File: src/rtl/vga_scanout.sv
// Parametrised VGA scanout: H/V timing, scaled framebuffer reads, latency-matched RGB332/sync/blank output.
// Optional VGA_SCANOUT_BORDER_EN adds a border_color port that overrides pixels near the active-area edges.
module vga_scanout #(
    parameter int H_ACTIVE   = 640,
    parameter int H_FP       = 16,
    parameter int H_SYNC     = 96,
    parameter int H_BP       = 48,
    parameter int V_ACTIVE   = 480,
    parameter int V_FP       = 10,
    parameter int V_SYNC     = 2,
    parameter int V_BP       = 33,
    parameter bit HS_POL     = 1'b0,
    parameter bit VS_POL     = 1'b0,
    parameter int SCALE_LOG2 = 1,
    parameter int X_W        = 9,
    parameter int Y_W        = 8,
    parameter int BPP        = 1,
    parameter int RD_LAT     = 1,
    parameter int BORDER_PX  = 8
) (
    input  logic           clk,
    input  logic           rst,
    output logic [X_W-1:0] x_a,
    output logic [Y_W-1:0] y_a,
    input  logic [BPP-1:0] in_a,
    input  logic [7:0]     fg_color,
    input  logic [7:0]     bg_color,
`ifdef VGA_SCANOUT_BORDER_EN
    input  logic [7:0]     border_color,
`endif
    output logic           HS,
    output logic           VS,
    output logic [2:0]     R,
    output logic [2:0]     G,
    output logic [1:0]     B,
    output logic           blank,
    output logic           frame_start
);

    localparam int H_TOTAL = H_ACTIVE + H_FP + H_SYNC + H_BP;
    localparam int V_TOTAL = V_ACTIVE + V_FP + V_SYNC + V_BP;
    localparam int HC_W    = $clog2(H_TOTAL);
    localparam int VC_W    = $clog2(V_TOTAL);

    localparam logic [HC_W-1:0] H_LAST  = HC_W'(H_TOTAL - 1);
    localparam logic [HC_W-1:0] H_ACT   = HC_W'(H_ACTIVE);
    localparam logic [HC_W-1:0] HS_BEG  = HC_W'(H_ACTIVE + H_FP);
    localparam logic [HC_W-1:0] HS_LAST = HC_W'(H_ACTIVE + H_FP + H_SYNC - 1);
    localparam logic [VC_W-1:0] V_LAST  = VC_W'(V_TOTAL - 1);
    localparam logic [VC_W-1:0] V_ACT   = VC_W'(V_ACTIVE);
    localparam logic [VC_W-1:0] VS_BEG  = VC_W'(V_ACTIVE + V_FP);
    localparam logic [VC_W-1:0] VS_LAST = VC_W'(V_ACTIVE + V_FP + V_SYNC - 1);

    if (BPP != 1 && BPP != 8) begin : g_bad_bpp
        $error("vga_scanout: BPP must be 1 or 8");
    end
    if (RD_LAT < 1 || RD_LAT > 4) begin : g_bad_lat
        $error("vga_scanout: RD_LAT must be 1..4");
    end
    if (SCALE_LOG2 < 0 || SCALE_LOG2 > 3) begin : g_bad_scale
        $error("vga_scanout: SCALE_LOG2 must be 0..3");
    end
    if (((H_ACTIVE - 1) >> SCALE_LOG2) >= (1 << X_W) ||
        ((V_ACTIVE - 1) >> SCALE_LOG2) >= (1 << Y_W)) begin : g_bad_aw
        $error("vga_scanout: X_W/Y_W too small for scaled active area");
    end
    if (2 * BORDER_PX > H_ACTIVE || 2 * BORDER_PX > V_ACTIVE) begin : g_bad_border
        $error("vga_scanout: BORDER_PX too large for active area");
    end

    logic [HC_W-1:0] hcnt, hnext;
    logic [VC_W-1:0] vcnt, vnext;
    logic            act_next;
    logic            act_cur, hs_cur, vs_cur, fs_cur;

    always_comb begin
        hnext = hcnt + 1'b1;
        vnext = vcnt;
        if (hcnt == H_LAST) begin
            hnext = '0;
            vnext = (vcnt == V_LAST) ? '0 : vcnt + 1'b1;
        end
        act_next = (hnext < H_ACT) && (vnext < V_ACT);
        act_cur  = (hcnt < H_ACT) && (vcnt < V_ACT);
        hs_cur   = (hcnt >= HS_BEG) && (hcnt <= HS_LAST);
        vs_cur   = (vcnt >= VS_BEG) && (vcnt <= VS_LAST);
        fs_cur   = (hcnt == '0) && (vcnt == '0);
    end

    // Flag pipes: element RD_LAT-1 lines up with the read data on in_a.
    logic [RD_LAT-1:0] act_p, hs_p, vs_p, fs_p;
    logic [7:0]        fb_color, pix;

    if (BPP == 8) begin : g_bpp8
        assign fb_color = in_a[7:0];
    end else begin : g_bpp1
        assign fb_color = in_a[0] ? fg_color : bg_color;
    end

`ifdef VGA_SCANOUT_BORDER_EN
    localparam logic [HC_W-1:0] BH_LO = HC_W'(BORDER_PX);
    localparam logic [HC_W-1:0] BH_HI = HC_W'(H_ACTIVE - BORDER_PX);
    localparam logic [VC_W-1:0] BV_LO = VC_W'(BORDER_PX);
    localparam logic [VC_W-1:0] BV_HI = VC_W'(V_ACTIVE - BORDER_PX);

    logic              bdr_cur;
    logic [RD_LAT-1:0] bdr_p;

    assign bdr_cur = (hcnt < BH_LO) || (hcnt >= BH_HI) || (vcnt < BV_LO) || (vcnt >= BV_HI);

    always_ff @(posedge clk) begin
        if (rst) begin
            bdr_p <= '0;
        end else begin
            bdr_p[0] <= bdr_cur;
            for (int i = 1; i < RD_LAT; i++) bdr_p[i] <= bdr_p[i-1];
        end
    end

    always_comb begin
        pix = 8'h00;
        if (act_p[RD_LAT-1]) pix = bdr_p[RD_LAT-1] ? border_color : fb_color;
    end
`else
    always_comb begin
        pix = 8'h00;
        if (act_p[RD_LAT-1]) pix = fb_color;
    end
`endif

    always_ff @(posedge clk) begin
        if (rst) begin
            hcnt        <= '0;
            vcnt        <= '0;
            x_a         <= '0;
            y_a         <= '0;
            act_p       <= '0;
            hs_p        <= '0;
            vs_p        <= '0;
            fs_p        <= '0;
            HS          <= ~HS_POL;
            VS          <= ~VS_POL;
            R           <= '0;
            G           <= '0;
            B           <= '0;
            blank       <= 1'b1;
            frame_start <= 1'b0;
        end else begin
            hcnt <= hnext;
            vcnt <= vnext;
            // Address is built from the next count so x_a/y_a stay aligned with hcnt/vcnt.
            x_a  <= act_next ? X_W'(hnext >> SCALE_LOG2) : '0;
            y_a  <= act_next ? Y_W'(vnext >> SCALE_LOG2) : '0;

            act_p[0] <= act_cur;
            hs_p[0]  <= hs_cur;
            vs_p[0]  <= vs_cur;
            fs_p[0]  <= fs_cur;
            for (int i = 1; i < RD_LAT; i++) begin
                act_p[i] <= act_p[i-1];
                hs_p[i]  <= hs_p[i-1];
                vs_p[i]  <= vs_p[i-1];
                fs_p[i]  <= fs_p[i-1];
            end

            HS          <= hs_p[RD_LAT-1] ? HS_POL : ~HS_POL;
            VS          <= vs_p[RD_LAT-1] ? VS_POL : ~VS_POL;
            R           <= pix[7:5];
            G           <= pix[4:2];
            B           <= pix[1:0];
            blank       <= ~act_p[RD_LAT-1];
            frame_start <= fs_p[RD_LAT-1];
        end
    end

endmodule

File: config.mk
export PLATFORM = sky130hd
export DESIGN_NAME = vga_scanout
export DESIGN_NICKNAME = d
export VERILOG_FILES = /design/src/rtl/vga_scanout.sv
export SDC_FILE = /design/constraint.sdc
export NUM_CORES = 1
export LEC_CHECK = 0
export CAP_MARGIN = 0
export CORE_MARGIN = 4
export CORE_UTILIZATION = 52
export CTS_BUF_LIST = sky130_fd_sc_hd__clkbuf_8
export DETAILED_ROUTE_END_ITERATION = 8
export PLACE_DENSITY = 0.82
export SYNTH_ARGS = -nofsm -noshare
export SYNTH_HDL_FRONTEND = slang
export SYNTH_SLANG_ARGS = --single-unit
File: constraint.sdc
create_clock -name clk -period 3.35 [get_ports clk]
set_input_delay 1.005 -clock clk [delete_from_list [all_inputs] [get_ports clk]]
set_output_delay 1.005 -clock clk [all_outputs]
set_load 0.05 [all_outputs]
* Word level (Yosys, flattened, before mapping)
Index checks and enable logic that the tools add are counted.
** Operators by class
- Reductions and logical operators :: 9
- $lt $le $gt $ge :: 8
- Equality and inequality tests :: 2
- Mux-type cells :: 6
- $add $sub $neg :: 2
- Bitwise operators :: 2
** Operators with widths (count)
- $mux 10 :: 3
- $add 10x1->10 const B :: 2
- $eq 10x10->1 const B :: 2
- $logic_not 10->1 :: 2
- $lt 10x10->1 const B :: 2
- $lt 10x9->1 const B :: 2
- $ge 10x10->1 const B :: 1
- $ge 10x9->1 const B :: 1
- $le 10x10->1 const B :: 1
- $le 10x9->1 const B :: 1
- $mux 8 :: 1
- $logic_and 1x1->1 :: 5
- $reduce_or 2->1 :: 2
- $mux 1 :: 2
- $not 1->1 :: 2
** Storage, ports and cells
- Word-level logic and storage cells :: 44
- Input bits :: 19
- Bits in registers :: 53
- Output and inout bits :: 29

* Longest topological paths before layout
Gate-level depths: netlist (run 1).
- Word-level depth :: 7
- Mapped depth :: 9
- Mapped depth without buffers :: 7

* Worst setup path before layout (run 1)
No wires, ideal clock.
- Path kind :: flip-flop to flip-flop
- Start point :: reg hcnt[5]
- End point :: reg x_a[0]
- Required time :: 3.216 ns
- Period minus slack after synthesis :: 2.575 ns
- Path buffers :: 4
- Cell stages (with the launch flop) :: 10
- Arrival time :: 2.441 ns
- Library setup time :: 0.134 ns
- Path slack :: 0.775 ns
- Cell sequence :: dfxtp_1 -> buf_6 -> or4b_1 -> buf_2 -> or3_1 -> buf_6 -> or4_4 -> o311ai_4 -> buf_6 -> a211oi_1
** On the way
- Word-level cells in the longest chain between the ends :: 6
- Elaborated cells between the ends (all ways) :: 9
- Those cells by class :: add/sub (1); order compare (2); eq/ne (1); mux (2); bitwise (1); reduce/logical (2)
** RTL lines
- from (decl) :: line 71 : logic [HC_W-1:0] hcnt, hnext;
- from (signal assigned) :: line 149 : hcnt <= hnext;
- $add 10x1->10 or $eq 10x10->1 (tied branches) :: line 77, 79
- $mux 10 :: line 79 : if (hcnt == H_LAST) begin
- $lt 10x10->1 or $lt 10x9->1 (tied branches) :: line 83 : act_next = (hnext < H_ACT) && (vnext < V_ACT);
- $logic_and 1x1->1 :: line 83
- $not 1->1 (no source line)
- $reduce_or 2->1 (no source line)
- to (signal assigned) :: line 152 : x_a <= act_next ? X_W'(hnext >> SCALE_LOG2) : '0;
- to (decl) :: line 23 : output logic [X_W-1:0] x_a,
Several ways; a longest one is shown, not always the timed one.
A chain may end at the register's enable or synchronous reset.

* Worst setup path after layout (run 1)
- Start point :: reg hcnt[5]
- End point :: reg x_a[4]
Same word-level chain as after synthesis.

==> impl_metrics.py, run 1 <==
metrics = {
    "floorplan": {
        "initial_core_util_pct": 54.1,
        "pin_count": 48,
        "dieArea_um2": 5250,
        "fp.coreArea_um2": 4000,
        "die_width_um": 72.5,
        "die_h_um": 72.5,
        "rows": 23,
    },
    "timing": {
        "setup_tns_ps": 0,
        "period_minus_slack_ps": 2840,
        "period_share_pct": 84.6,
        "rsz0062_at_grt": "no",
        "fin_worst_skew_ps": 6.30,
        "setup_viol": 0,
        "worst_pin_slew_ps": 578,
        "hold_viol": 0,
        "drv_slew": 0,
        "relSlewSlack_pct": 61.3,
        "clock.fmax_ghz": 0.353,
    },
    "synthesis": {
        "synth_cell_type_count": 42,
        "ys_seq_area_share_pct": 49.1,
        "yosysTopAreaCellShare_pct": 49.1,
        "synth.area.top_cells": "dfxtp_1 (49%), nor2_1 (4.5%), mux2i_1 (3.7%)",
        "synth_most_common_cell": "dfxtp_1",
        "avgSynthCellArea_um2": 9.48,
        "synth_seq_cells": 53,
        "ys_top_cells_by_count": "dfxtp_1 (53), nor2_1 (26), inv_1 (14), nand2_1 (13)",
        "synth_area_um2": 2160,
        "synth_cells": 228,
        "yosys.area.top_type": "dfxtp_1",
        "synth_nets": 251,
        "synth_edf_count": 0,
        "ys.flop_type": "dfxtp_1",
        "synth-async-reset-ratio_pct": 0,
        "yosysWarnings": 0,
    },
    "finish": {
        "seq_area_um2": 1060,
        "multi_input_area_um2": 972,
        "diodes": 0,
        "final_layout_size_suffix_gt1_share_pct": 6.57,
        "fin_nets": 296,
        "area.growth.synth_to_final_pct": 26.9,
        "fillers": 314,
        "layout.cells.non_filler": 324,
    },
    "setup_path": {
        "worstPathMaxFanout": 9,
        "timing.rr.start": "hcnt[5]",
        "r2r-end": "x_a[4]",
        "worst_setup_path_start_kind": "flip-flop",
        "critPathKind": "reg2reg",
        "required_ps": 3530,
        "arrival_ps": 3010,
        "end_kind": "flip-flop",
        "reg2reg_depth": 6,
        "regToRegSetupSlack_ps": 510,
        "crit_start": "hcnt[5]",
    },
    "drt": {
        "drt_wl_total_um": 4670,
        "wire_per_inst_um": 14.4,
        "drt_iter0_drc": 83,
        "drt-pass1-iter-count": 4,
        "postRouteAntennaNets": 0,
        "vias": 1760,
        "drcViolationCount": 0,
        "via_per_inst": 5.43,
    },
    "min_path": {
        "hold_end": "HS",
        "hold_depth": 1,
        "hold_path_class": "reg2reg",
        "min_from": "hs_p",
    },
    "global_routing": {
        "grt_pass1_vias": 1702,
        "grt_pass1_wl_um": 7710,
        "grt_overflow": 0,
        "grt_antenna_before_repair": 0,
        "grtUsageTotal_pct": 18.5,
        "grt_max_degree": 18,
    },
    "placement": {
        "port_buffers": 47,
        "dp_cells": 316,
        "gp_congestion": 0.904,
        "place_hpwl_um": 3530,
    },
    "cts": {
        "cts_resized": 0,
        "cts_hold_buf": 0,
        "clock_latency_ps": 300,
        "cts_setup_buffers": 0,
        "cts_buffers": 5,
        "cts.path.max_buffers": 2,
        "htree_levels": 2,
        "clock_sinks": 53,
        "clk_pin_slew_ps": 90,
        "cts-root-buf": "clkbuf_8",
        "cts_tree": "yes",
    },
    "pwr": {
        "powerDensity_nw_per_um2": 405,
        "peakVddDrop_mv": 0.243,
        "leakage_nw": 1.07,
    },
    "run": {
        "max-cap-violations": 0,
    },
    "run_status": {
        "status": "finished, final reports clean",
    },
}
-- how the worst max path moves through the flow --
stage	endpoint	slack [ps]
global placement	x_a[4]	600
floorplan	x_a[0]	780
global route	y_a[4]	350
finish	x_a[4]	510
detailed placement	x_a[4]	540
CTS	x_a[4]	510
-- worst max-delay path, cell delays in order, from the launching register on --
cell and delay, ps:
dfxtp_1 390, or4b_1 690, or3_1 570, or4_4 580
o311ai_4 130, buf_4 260, a211oi_1 90
-- through the flow --
step	hold WS, ps	worst slack (ps)	instance area, µm²	power (W)	utilization (%)
finish	380	514	2740	0.00111	68.6
global route	392	351	2740	0.00116	68.6
CTS	383	513	2740	0.00113	68.6
detailed placement	361	538	2660	0.000785	66.4
global placement	363	599	2660	0.000783	66.4
floorplan	352	775	2160	0.000735	-
-- metal layers --
metal / global-route usage [%] / vias to the layer above / wire [µm]
li1: - / 900 / -
met1: 22.3 / 790 / 2080
met2: 31.3 / 64 / 2140
met3: 6.37 / 6 / 404
met4: 5.12 / 0 / 53
met5: 0 / - / 0
-- layout make-up --
| type | instances | share of cell area [%] |
|---|---|---|
| clock buffer | 5 | 2.51 |
| inverter | 14 | 1.92 |
| sequential | 53 | 38.7 |
| clock inverter | 3 | 0.684 |
| multi-input combinational | 147 | 35.4 |
| tap | 50 | 2.28 |
| timing repair buffer | 52 | 18.5 |
-- registers in the layout (all words and copies together) (netlist names), 2 cells and up --
name,count
vcnt,10
y_a,8
R,3
hcnt,10
x_a,9
G,3
B,2
-- cell families (layout without fill, tap and decap cells) --
family / count (synthesis) / after routing / share of synthesized area (%)
and+or+nand+nor: 94 / 94 / 23.0
DFF: 53 / 53 / 49.1
AOI/OAI and AO/OA: 31 / 31 / 11.9
buffers and inverters: 28 / 74 / 5.96
xor gates and xnor gates: 10 / 10 / 4.05
muxes: 8 / 8 / 3.70
adders and majority gates: 4 / 4 / 2.31
-- where the power goes --
part,internal [W],switching (W)
Clock,0.000144,0.000198
Combinational,0.0000515,0.0000635
Sequential,0.000645,0.00000897
Total,0.000841,0.000271
-- cells in the final DEF (no fill, tap or decap), drive strengths merged, types with 8 or more instances in the layout --
cell,instances
nor2,26
nand2,13
mux2i,8
clkdlybuf4s50,47
nand3,9
dfxtp,53
inv,15
(Power assumes the default switching activity.)
==> run 2, diff against run 1 <==
==> constraint.sdc (replaced) <==
create_clock -name clk -period 2.95 [get_ports clk]
set_input_delay 0.885 -clock clk [delete_from_list [all_inputs] [get_ports clk]]
set_output_delay 0.885 -clock clk [all_outputs]
set_load 0.05 [all_outputs]
==> run 2 against run 1 <==
Global-route usage is 1.7 points higher. Worst hold slack better by 0.99 ps. Count of clock-buffer cells in the layout stayed put. Non-clock buffer count is 3 higher. Sequential share of layout area is 0.33 points lower. Clock power is 17% higher. Cell area is 0.87% higher. Clock skew is 1.2 ps higher. Via count is 1.7% higher. Die area stayed put. Sequential cell count stayed put. Largest power group unchanged.
==> impl_metrics.py, run 2 (same netlist as run 1, synthesis figures left out) <==
metrics = {
    "run_status": {
        "status": "finished, final reports clean",
    },
    "setup_path": {
        "cp_common_cell": "buf_4",
        "worstPathMaxFanout": 12,
        "end_kind": "flip-flop",
        "crit_slowest_cell": "or4b_1",
        "cp_cell_sequence": "or4b_1, buf_4, nor4_1, xnor2_1, o311ai_4, buf_4, a2111oi_0",
        "required_ps": 3130,
        "regToRegSetupSlack_ps": 210,
        "reg2reg_depth": 7,
        "slowest_delay_ps": 610,
        "critPathKind": "reg2reg",
        "r2r-end": "y_a[5]",
        "worst_setup_path_start_kind": "flip-flop",
        "arrival_ps": 2920,
        "timing.rr.start": "hcnt[5]",
    },
    "drt": {
        "drt-pass1-iter-count": 4,
        "wire_per_inst_um": 15.3,
        "vias": 1790,
        "via_per_inst": 5.47,
        "drt_iter0_drc": 143,
        "drt_wl_total_um": 5010,
        "drcViolationCount": 0,
        "postRouteAntennaNets": 0,
    },
    "cts": {
        "clk_pin_slew_ps": 90,
        "cts_buffers": 5,
        "cts_tree": "yes",
        "clock_latency_ps": 310,
        "cts-root-buf": "clkbuf_8",
        "cts_setup_buffers": 0,
        "cts_hold_buf": 0,
        "clock_sinks": 53,
        "cts.path.max_buffers": 2,
        "htree_levels": 2,
    },
    "pwr": {
        "power_switching_w": 0.000320,
        "pwr-share-clk_pct": 31.5,
        "peakVddDrop_mv": 0.297,
        "p_int_w": 0.000955,
        "switching_share_pct": 25.1,
        "leakage_nw": 1.08,
        "power.share.combinational_pct": 10.2,
        "seqPwrFrac_pct": 58.3,
        "powerDensity_nw_per_um2": 461,
    },
    "finish": {
        "area.growth.synth_to_final_pct": 28.0,
        "mostFrequentLayoutCells": "dfxtp_1 (53), clkdlybuf4s50_1 (47), nor2_1 (26)",
        "final_layout_size_suffix_gt1_share_pct": 7.58,
        "final_common_cell": "dfxtp_1",
        "top_regs": "hcnt (10), vcnt (10), x_a (9)",
        "finish.utilization_pct": 69.2,
        "layout.cells.non_filler": 327,
        "fin_nets": 299,
        "diodes": 0,
    },
    "min_path": {
        "min_from": "vs_p",
        "hold_path_class": "reg2reg",
        "hold_end": "VS",
        "hold_depth": 1,
    },
    "timing": {
        "drv_slew": 0,
        "period_minus_slack_ps": 2740,
        "setup_viol": 0,
        "fin_worst_skew_ps": 7.49,
        "clock.fmax_ghz": 0.365,
        "period_share_pct": 92.9,
        "relSlewSlack_pct": 53.7,
        "hold_viol": 0,
        "worst_pin_slew_ps": 694,
        "rsz0062_at_grt": "no",
        "setup_tns_ps": 0,
        "hold_slack_ps": 381,
    },
    "placement": {
        "dp_cells": 319,
        "place_hpwl_um": 3700,
        "gp_congestion": 0.927,
        "port_buffers": 47,
    },
    "floorplan": {
        "die_h_um": 72.5,
        "pin_count": 48,
        "initial_core_util_pct": 54.1,
        "die_width_um": 72.5,
        "dieArea_um2": 5250,
        "rows": 23,
        "fp.coreArea_um2": 4000,
    },
    "global_routing": {
        "grt_pass1_vias": 1707,
        "grt_overflow": 0,
        "grt_max_degree": 17,
        "grtUsageTotal_pct": 20.2,
        "grt_antenna_before_repair": 0,
        "grt_pass1_wl_um": 8290,
    },
    "run": {
        "max-cap-violations": 0,
    },
}
run 2: cell types whose count changed in the layout (fill, tap and decap cells not counted):
cell       change
a2111oi_0      -1
a2111oi_1      +1
buf_4          +3
run 2: critical path, delay by kind of cell (launching register included):
kind            cells  cell delay (ps)
compound gates      2              520
xor+xnor            1              280
buf+inv             2              390
flops               1              380
simple gates        2             1030
run 2: per-layer routing:
layer | part of all wire [%] | track usage [%] | up-vias
met5 | 0 | 0 | -
met4 | 1.9 | 5.74 | 0
met3 | 8.3 | 6.23 | 10
met2 | 44 | 32.2 | 75
met1 | 45 | 26.4 | 804
li1 | - | - | 901
run 2: cell type report:
| cell class | instances | area [µm²] |
|---|---|---|
| Clock buffer | 5 | 68.8 |
| Clock inverter | 3 | 18.8 |
| Fill cell | 336 | 1230 |
| Inverter | 14 | 52.6 |
| Multi-Input combinational cell | 147 | 973 |
| Sequential cell | 53 | 1060 |
| Tap cell | 50 | 62.6 |
| Timing Repair Buffer | 55 | 531 |
run 2: what timing repair did:
action | 4_1_cts | 5_1_grt
endpoints found under the setup margin | 0 | 1
hold endpoints to repair | 0 | 0
gates resized for setup | 0 | 1
run 2: metrics by stage:
| stage | power (W) | worst slack, ps | instance area, µm² |
|---|---|---|---|
| after floorplan | 0.000835 | 375 | 2160 |
| after CTS | 0.00128 | 205 | 2770 |
| after detailed placement | 0.000890 | 222 | 2680 |
| after global placement | 0.000889 | 403 | 2680 |
| final | 0.00127 | 209 | 2770 |
| after global routing | 0.00133 | 46.9 | 2770 |
run 2: worst max path at each step:
stage | start | end | slack (ps)
2_1_floorplan | hcnt[5] | x_a[0] | 380
3_3_place_gp | hcnt[5] | y_a[5] | 400
3_5_place_dp | hcnt[5] | y_a[4] | 220
4_1_cts | hcnt[5] | y_a[4] | 200
5_1_grt | hcnt[5] | x_a[1] | 50
6_report | hcnt[5] | y_a[5] | 210
run 2: power by group through the flow:
| stage | Combinational, W | Sequential [W] | Clock, W |
|---|---|---|---|
| 2_1_floorplan | 0.0000414 | 0.000793 | 0 |
| 3_3_place_gp | 0.000130 | 0.000759 | 0 |
| 3_5_place_dp | 0.000131 | 0.000759 | 0 |
| 4_1_cts | 0.000131 | 0.000743 | 0.000410 |
| 5_1_grt | 0.000140 | 0.000746 | 0.000445 |
| 6_report | 0.000130 | 0.000743 | 0.000401 |
==> run 3, diff against run 2 <==
--- a/config.mk
+++ b/config.mk
@@ -11,6 +11,7 @@
 export CTS_BUF_LIST = sky130_fd_sc_hd__clkbuf_8
 export DETAILED_ROUTE_END_ITERATION = 8
 export PLACE_DENSITY = 0.82
+export SLEW_MARGIN = 20
 export SYNTH_ARGS = -nofsm -noshare
 export SYNTH_HDL_FRONTEND = slang
 export SYNTH_SLANG_ARGS = --single-unit
==> results of run 3 <==
Final layout, timing and power as in run 2 (identical DEF).
